--- src/rtl/deser_pkg.sv ---
// Shared definitions for the bit deserializer: count-width helper and bit-order encoding.
package deser_pkg;

    // Which end of the word the first received bit lands in.
    typedef enum logic {
        ORDER_LSB = 1'b0,
        ORDER_MSB = 1'b1
    } bit_order_e;

    // Bits needed to hold a count from 0 up to and including w.
    function automatic int cnt_w(input int w);
        return $clog2(w + 1);
    endfunction

endpackage

--- src/rtl/deser_shift.sv ---
// Word-assembly shifter: places each accepted bit by its index and tracks the fill count.
// The word/cnt_nxt outputs already include a bit accepted this cycle, so the parent can
// emit a word in the same cycle its last bit arrives.
module deser_shift
    import deser_pkg::*;
#(
    parameter int WIDTH     = 8,
    parameter int MSB_FIRST = 1,
    localparam int CW       = cnt_w(WIDTH)
) (
    input  logic             clk,
    input  logic             rst,
    input  logic             shift_en,
    input  logic             bit_in,
    input  logic             clear,
    output logic [WIDTH-1:0] word,
    output logic [CW-1:0]    cnt,
    output logic [CW-1:0]    cnt_nxt
);

    localparam bit_order_e ORDER = (MSB_FIRST != 0) ? ORDER_MSB : ORDER_LSB;

    logic [WIDTH-1:0] word_q, word_d;
    logic [CW-1:0]    cnt_q, cnt_d;
    logic [CW-1:0]    pos;

    assign cnt = cnt_q;

    // Merge the incoming bit into its slot; unwritten slots stay zero so OR-in is enough.
    always_comb begin
        pos     = (ORDER == ORDER_MSB) ? (CW'(WIDTH - 1) - cnt_q) : cnt_q;
        word    = word_q;
        cnt_nxt = cnt_q;
        if (shift_en) begin
            word    = word_q | (WIDTH'(bit_in) << pos);
            cnt_nxt = cnt_q + CW'(1);
        end
        word_d = clear ? '0 : word;
        cnt_d  = clear ? '0 : cnt_nxt;
    end

    // Shifter and count state; a clear on emit restarts the next word from empty.
    always_ff @(posedge clk) begin
        if (rst) begin
            word_q <= '0;
            cnt_q  <= '0;
        end else begin
            word_q <= word_d;
            cnt_q  <= cnt_d;
        end
    end

endmodule

--- src/rtl/bit_deserializer.sv ---
// Collects a 1-bit valid/ready stream into WIDTH-bit words behind a one-entry output
// register. A flush request pushes out whatever partial word is pending.
module bit_deserializer
    import deser_pkg::*;
#(
    parameter int WIDTH     = 8,
    parameter int MSB_FIRST = 1,
    localparam int CW       = cnt_w(WIDTH)
) (
    input  logic             clk,
    input  logic             rst,
    input  logic             in_vld,
    output logic             in_rdy,
    input  logic             in_bit,
    input  logic             flush,
    output logic             flush_done,
    output logic             out_vld,
    input  logic             out_rdy,
    output logic [WIDTH-1:0] out_data,
    output logic [CW-1:0]    out_cnt
);

    logic             slot_free;
    logic             accept;
    logic             last_bit;
    logic             service;
    logic             emit;
    logic [WIDTH-1:0] word;
    logic [CW-1:0]    cnt;
    logic [CW-1:0]    cnt_nxt;

    logic             out_vld_q, out_vld_d;
    logic [WIDTH-1:0] out_data_q, out_data_d;
    logic [CW-1:0]    out_cnt_q, out_cnt_d;
    logic             flush_done_q, flush_done_d;

    deser_shift #(
        .WIDTH     (WIDTH),
        .MSB_FIRST (MSB_FIRST)
    ) u_shift (
        .clk      (clk),
        .rst      (rst),
        .shift_en (accept),
        .bit_in   (in_bit),
        .clear    (emit),
        .word     (word),
        .cnt      (cnt),
        .cnt_nxt  (cnt_nxt)
    );

    // Handshake: the last bit of a word (or any bit during a flush) needs a free output slot.
    always_comb begin
        slot_free = !out_vld_q | out_rdy;
        last_bit  = (cnt == CW'(WIDTH - 1));
        in_rdy    = flush ? slot_free : (slot_free | !last_bit);
        accept    = in_vld & in_rdy;
        service   = flush & slot_free;
        emit      = (accept & last_bit) | (service & (cnt_nxt != '0));
    end

    // Output slot next-state: load on emit, otherwise drain when the consumer takes the word.
    always_comb begin
        out_vld_d    = out_vld_q;
        out_data_d   = out_data_q;
        out_cnt_d    = out_cnt_q;
        flush_done_d = service;
        if (emit) begin
            out_vld_d  = 1'b1;
            out_data_d = word;
            out_cnt_d  = cnt_nxt;
        end else if (out_rdy) begin
            out_vld_d = 1'b0;
        end
    end

    // Output holding register and flush acknowledge pulse.
    always_ff @(posedge clk) begin
        if (rst) begin
            out_vld_q    <= 1'b0;
            out_data_q   <= '0;
            out_cnt_q    <= '0;
            flush_done_q <= 1'b0;
        end else begin
            out_vld_q    <= out_vld_d;
            out_data_q   <= out_data_d;
            out_cnt_q    <= out_cnt_d;
            flush_done_q <= flush_done_d;
        end
    end

    assign out_vld    = out_vld_q;
    assign out_data   = out_data_q;
    assign out_cnt    = out_cnt_q;
    assign flush_done = flush_done_q;

endmodule

--- config.mk ---
export PLATFORM = sky130hd
export DESIGN_NAME = bit_deserializer
export DESIGN_NICKNAME = d
export VERILOG_FILES = /design/src/rtl/deser_pkg.sv /design/src/rtl/deser_shift.sv /design/src/rtl/bit_deserializer.sv
export SDC_FILE = /design/constraint.sdc
export NUM_CORES = 1
export LEC_CHECK = 0
export ABC_AREA = 1
export BUFFER_PORTS_ARGS = -buffer_cell sky130_fd_sc_hd__buf_4
export CORE_MARGIN = 2
export CORE_UTILIZATION = 49
export DETAILED_ROUTE_END_ITERATION = 16
export HOLD_SLACK_MARGIN = 0.03
export PLACE_DENSITY = 0.74
export SLEW_MARGIN = 10
export SYNTH_ARGS = -nofsm -noshare
export SYNTH_HDL_FRONTEND = slang
export SYNTH_SLANG_ARGS = --single-unit
export TNS_END_PERCENT = 5
--- constraint.sdc ---
create_clock -name clk -period 1.7 [get_ports clk]
set_input_delay 0.255 -clock clk [delete_from_list [all_inputs] [get_ports clk]]
set_output_delay 0.255 -clock clk [all_outputs]
set_load 0.01 [all_outputs]
==> impl_metrics.yaml, run 1 <==
run_status:
  outcome: "finished clean"
final_layout:
  fin_nets: 193
  syn2layout_area_growth_pct: 27.83
  nFillCells: 209
  num_antenna_cells: 0
  drive_gt1_share_pct: 47.57
  layout.cells.non_filler: 215
hold_path:
  hold_class: "in2reg"
  min_from: "rst"
place:
  io_buffers: 20
  dp_hpwl_um: 1960
  dp_cells: 207
  globalplace.congestion: 0.8233
critical_path:
  required_ps: 1940
  critPathLaunchType: "flop"
  cp.arrival_ps: 1900
  cp-startpoint: "u_shift.cnt[0]$_SDFF_PP0_"
  crit-reg2reg-launch: "u_shift.cnt[0]$_SDFF_PP0_"
  cp_max_fo: 9
  path_class: "reg2reg"
  endpoint_kind: "flop"
drt:
  wl_met1_um: 1155
  totalWireLength_um: 2731
  final_antenna_net_count: 0
  wl_met2_um: 1471
  routed_wire_length_per_instance_um: 12.70
  first_pass_iters: 4
  vias_per_cell: 5.056
  routed-wl-met3_um: 93
  first_iter_violations: 9
  drc: 0
  vias: 1087
  routed.top_layer: "met4"
timing:
  finalCriticalPeriod_ps: 1663
  worst_pin_slew_ps: 548.3
  drv_slew: 0
  relSlewSlack_pct: 63.31
  rsz0062_at_grt: "true"
  max_freq_ghz: 0.6012
  post-route-period-util_pct: 97.84
  tns_ps: 0
  setup_viol: 0
  clock_skew_ps: 10.83
  hold_viol_final: 0
synthesis:
  yosysWarnings: 0
  synth_area_sq_um: 1259
  syn_nets: 162
  synth_cells: 155
  ys_seq_elements: 26
  syn_area_per_cell_sq_um: 8.121
  yosysSeqAreaShare_pct: 41.35
  ys_types: 27
grt:
  grt_max_degree: 19
  grt_usage_pct: 18.58
  grt_antenna_before_repair: 0
  grt_pass1_wl_um: 4029
  grt-ovfl-total: 0
  grt_pass1_vias: 987
clocking:
  insertion_delay_ps: 320
  hold_buffers: 0
  cts.sinks: 26
  cts_tree: "yes"
  clockBufferDepth: 2
  ctsHtreeMaxLevel: 1
  cts_root_buffer: "clkbuf_4"
  cts.clk_slew.worst_paths_ps: 150
  numCtsBuffers: 3
floorplan:
  die_w_um: 54.69
  die_height_um: 54.69
  die-area_sq_um: 2990
  core_sq_um: 2455
  rows: 18
  initial_core_util_pct: 51.27
  ios: 21
job:
  cap_viol_max_count: 0
power_and_ir_drop:
  ir_drop_v: 0.0006628
  power.density_nw_per_um2: 886.2
  power_leakage_nw: 0.7667
per-layer routing:
metal	vias to the layer above	track usage [%]
met5	-	0
li1	547	-
met4	0	5.000
met3	2	3.279
met1	517	20.77
met2	21	35.32
flip-flops by register name, summed over array words and instances (netlist names):
signal	count
out_data	8
u_shift.word_q	8
out_cnt	4
u_shift.cnt	4
flush_done	1
out_vld	1
cells by family after synthesis:
family                     after synthesis  share of synthesized area, %
and+or+nand+nor                         89                         40.36
buffers and inverters                   24                         8.548
adders and majority gates                1                        0.9939
AOI/OAI and AO/OA                       14                         8.051
xor gates and xnor gates                 1                        0.6960
DFF                                     26                         41.35
final timing paths:
path / to / slack (ps) / cells past startpoint
max: out_data[1]$_SDFFE_PP0P_ / 40 / 14
min reg2reg: out_cnt[3]$_SDFFE_PP0P_ / 500 / 2
max reg2reg: out_data[1]$_SDFFE_PP0P_ / 40 / 14
min: flush_done$_SDFF_PP0_ / 80 / 2
metrics by stage:
stage / hold WS, ps / area [sq um] / utilization, % / power (mW) / setup WS (ps)
after floorplan: 331.8 / 1259 / - / 0.8912 / 6.276
after global placement: 429.2 / 1455 / 59.28 / 0.9696 / 94.25
after detailed placement: 436.8 / 1455 / 59.28 / 0.9786 / 5.998
after CTS: 76.51 / 1516 / 61.77 / 1.399 / 12.09
after global routing: 56.43 / 1609 / 65.55 / 1.497 / -55.77
final: 77.75 / 1609 / 65.55 / 1.426 / 36.74
cell usage after synthesis:
cell type | instances | area (sq um)
and3_1 | 1 | 6.260
xor2_1 | 1 | 8.760
nand2_4 | 5 | 56.30
nand3_2 | 2 | 20.02
inv_1 | 11 | 41.29
nor2_2 | 10 | 62.56
buf_2 | 1 | 5.000
nand3_1 | 4 | 20.02
nand3b_1 | 3 | 22.52
nand3_4 | 1 | 17.52
nand2_8 | 2 | 40.04
o21ai_2 | 1 | 8.760
nor2_1 | 25 | 93.84
dfxtp_1 | 26 | 520.5
nand2_1 | 27 | 101.4
nor2_4 | 3 | 33.78
nand4_1 | 1 | 6.260
buf_12 | 1 | 20.02
inv_2 | 10 | 37.54
nand2_2 | 2 | 12.51
a21oi_1 | 3 | 15.01
a31o_2 | 6 | 52.55
nor3_1 | 3 | 15.01
ha_1 | 1 | 12.51
o21bai_1 | 2 | 15.01
clkbuf_1 | 1 | 3.750
o21ai_0 | 2 | 10.01
layout make-up:
class / instances / area [sq um] / area share, %
Tap cell: 30 / 37.54 / 2.333
Sequential cell: 26 / 528.0 / 32.81
Clock inverter: 1 / 30.03 / 1.866
Multi-Input combinational cell: 108 / 716.9 / 44.56
Timing Repair Buffer: 26 / 195.2 / 12.13
Clock buffer: 3 / 22.52 / 1.400
Inverter: 21 / 78.83 / 4.899
where the power goes:
part	total [mW]	internal (mW)	leakage [nW]	switching (mW)
Combinational	0.328	0.139	0.524	0.189
Clock	0.422	0.238	0.0279	0.184
Sequential	0.676	0.650	0.214	0.0256
placed cells by master, fill, tap and decap left out, types with 2 or more instances in the layout:
cell,synthesis,routed
clkbuf_4,0,3
dfxtp_1,26,22
nand2_8,2,3
nand2_2,2,10
nand3_1,4,4
nand2_1,27,19
nand3b_1,3,3
nand3_4,1,2
nand2_4,5,7
nor2_2,10,9
inv_2,10,10
nor2_4,3,4
nor3_1,3,3
dfxtp_2,0,3
inv_1,11,11
buf_4,0,26
a31o_2,6,6
o21ai_0,2,2
nor2_1,25,25
a21oi_1,3,3
worst max-delay path, stage by stage, from the launching register on:
cell and delay, ps:
dfxtp_4 380, nand2_2 70, inv_2 50, nand2_4 70, nand2_4 50, nand2_4 90
nand2_4 70, nand2_1 80, nand2_2 70, nor2_4 130, nand2_4 90, nand2_8 140
nand2_8 110, nor2_2 120, nor2_1 60
timing repair:
item	in CTS	in global routing
buffers inserted	0	1
endpoints found under the setup margin	7	21
pin swaps	0	4
cloned	0	3
gates resized for setup	2	16
Note: power is estimated with default switching activity, not from simulation.
==> run 2: changes to the inputs <==
--- a/config.mk
+++ b/config.mk
@@ -11,9 +11,10 @@
 export CORE_UTILIZATION = 49
 export DETAILED_ROUTE_END_ITERATION = 16
 export HOLD_SLACK_MARGIN = 0.03
-export PLACE_DENSITY = 0.74
+export PLACE_DENSITY = 0.73
 export SLEW_MARGIN = 10
 export SYNTH_ARGS = -nofsm -noshare
 export SYNTH_HDL_FRONTEND = slang
+export SYNTH_HIERARCHICAL = 1
 export SYNTH_SLANG_ARGS = --single-unit
 export TNS_END_PERCENT = 5
==> impl_metrics.yaml, run 2 <==
run_status:
  outcome: "complete, but fails checks"
  violations: "negative setup slack"
synthesis:
  syn_area_per_cell_sq_um: 6.895
  synth_area_sq_um: 1296
  synthArstFlopShare_pct: 0
  syn_nets: 195
  synth_most_common_cell: "nor2_1"
  synth_compound_area_share_pct: 7.432
  synth_cells: 188
  yosysSeqAreaShare_pct: 40.15
  synth_xor_area_share_pct: 0.6757
  ys_seq_elements: 26
  yosys_most_used_dff: "dfxtp_1"
  synth_edf_count: 0
  yosysWarnings: 6
  synthAdderAreaFrac_pct: 0.9653
  ys_top_cells_by_count: "nor2_1, inv_1, nand2_1"
  synthTopCellsByArea: "dfxtp_1, nor2_1, inv_1, nand2_1, nand3_1"
  synth.mux.area_fraction_pct: 0
  yosysTopAreaCell: "dfxtp_1"
  ys_types: 23
  synth_top_family_by_area: "simple AND/OR/NAND/NOR gates"
  synth_top_area_share_pct: 40.15
  synthSimpleGateAreaFrac_pct: 35.33
drt:
  drc: 0
  totalWireLength_um: 2884
  first_pass_iters: 4
  final_antenna_net_count: 0
  vias_per_cell: 4.772
  routed_wire_length_per_instance_um: 11.14
  first_iter_violations: 21
  vias: 1236
place:
  dp_hpwl_um: 1972
  dp_cells: 252
  io_buffers: 20
  globalplace.congestion: 0.8287
  pre_cts_ws_ps: -439.9
  dpl-instance-area_sq_um: 1603
timing:
  tns_ps: -5734
  post-route-period-util_pct: 116.5
  hold_viol_final: 0
  clock_skew_ps: 7.619
  rsz0062_at_grt: "true"
  setup_viol: 25
  drv_slew: 0
  relSlewSlack_pct: 73.64
  worst_pin_slew_ps: 395.0
  setup_slack_ps: -281.0
  finalCriticalPeriod_ps: 1981
  max_freq_ghz: 0.5048
  holdWs_ps: 113.1
power_and_ir_drop:
  p_seq_share_pct: 48.4
  internal_power_mw: 0.9938
  net-switching-power_mw: 0.3868
  ir_drop_v: 0.0006080
  switching_share_pct: 28.01
  power.density_nw_per_um2: 799.6
  clkPwrFrac_pct: 26.6
  comb_power_share_pct: 25.0
  power_mw: 1.381
  power_leakage_nw: 0.9248
final_layout:
  nFillCells: 206
  drive_gt1_share_pct: 33.62
  post-route-util_pct: 69.07
  layout.cells.non_filler: 259
  num_antenna_cells: 0
  most-common-layout-cells: "buf_4, nor2_1, inv_1"
  final_area_sq_um: 1727
  syn2layout_area_growth_pct: 33.20
  layout_commonest_cell: "buf_4"
  fin_nets: 237
floorplan:
  ios: 21
  rows: 18
  die-area_sq_um: 3073
  die_height_um: 55.44
  core_sq_um: 2500
  initial_core_util_pct: 51.85
  die_w_um: 55.44
grt:
  grt_antenna_before_repair: 0
  grt_pass1_wl_um: 4968
  grt-ovfl-total: 0
  grt_pass1_vias: 1194
  grt_max_degree: 26
  grt_usage_pct: 20.06
clocking:
  insertion_delay_ps: 330
  cts.sinks: 26
  hold_buffers: 0
  numCtsBuffers: 3
  cts_root_buffer: "clkbuf_4"
  cts_tree: "yes"
  cts.clk_slew.worst_paths_ps: 140
  ctsHtreeMaxLevel: 1
  clockBufferDepth: 2
critical_path:
  r2r_slack_ps: -280
  endpoint_kind: "flop"
  cp-startpoint: "u_shift/cnt[2]$_SDFF_PP0_"
  required_ps: 1970
  cp_max_fo: 6
  path_class: "reg2reg"
  cp-endpoint: "u_shift/word_q[6]$_SDFF_PP0_"
  reg2reg_depth: 17
  cp.arrival_ps: 2250
  r2r_end: "u_shift/word_q[6]$_SDFF_PP0_"
  crit-reg2reg-launch: "u_shift/cnt[2]$_SDFF_PP0_"
  critPathLaunchType: "flop"
job:
  cap_viol_max_count: 0
hold_path:
  hold_class: "in2reg"
[run 2: worst max-delay path, stage by stage, from the launching register on]
cell and delay, ps:
dfxtp_4 370, inv_2 40, nor2_2 30, nand2_2 70, nand2_2 60, a21boi_1 120, buf_4 160, nand2_4 60
nor2_4 120, nand2_2 60, nand2_2 70, inv_2 40, nor2_1 70, nand2_1 90, nand3_4 80, nand2_2 70
or2_4 280, a21oi_2 120
[run 2: area by class of cell]
type	count	area (sq um)	area share [%]
clock buffers	4	47.55	2.754
inverters	36	135.1	7.826
multi-input cells	120	640.6	37.10
flip-flops and latches	26	530.5	30.72
well taps	30	37.54	2.174
repair buffers	43	335.3	19.42
[run 2: repair_timing]
item | CTS | global route
gates resized for setup | 11 | 5
buffers inserted | 2 | 0
endpoints found under the setup margin | 25 | 25
cloned | 1 | 0
pin swaps | 11 | 2
[run 2: worst min-delay path by stage]
stage	from	end	slack [ps]	cells after the start
floorplan	rst	flush_done$_SDFF_PP0_	330	1
global placement	rst	flush_done$_SDFF_PP0_	440	2
detailed placement	u_shift/word_q[6]$_SDFF_PP0_	u_shift/word_q[6]$_SDFF_PP0_	450	2
CTS	rst	flush_done$_SDFF_PP0_	100	2
global route	rst	flush_done$_SDFF_PP0_	90	2
finish	rst	flush_done$_SDFF_PP0_	110	2
[run 2: power groups by stage]
stage                     sequential (mW)  combinational [mW]  clock [mW]
final                               0.668               0.345       0.368
after global routing                0.673               0.384       0.408
after CTS                           0.668               0.341       0.387
after detailed placement            0.682               0.318           0
after global placement              0.681               0.310           0
after floorplan                     0.702               0.186           0
[run 2: per-layer routing]
metal,part of all wire (%),routed length [um],GRT usage (%)
met1,44,1279,23.67
met2,50,1447,35.71
met3,3.2,91,3.044
met4,2.3,66,8.711
met5,0,0,0
[run 2: cell families after synthesis]
group	Yosys count
flops	26
fa+ha+maj	1
simple gates	99
compound gates	18
xor+xnor	1
buf+inv	43
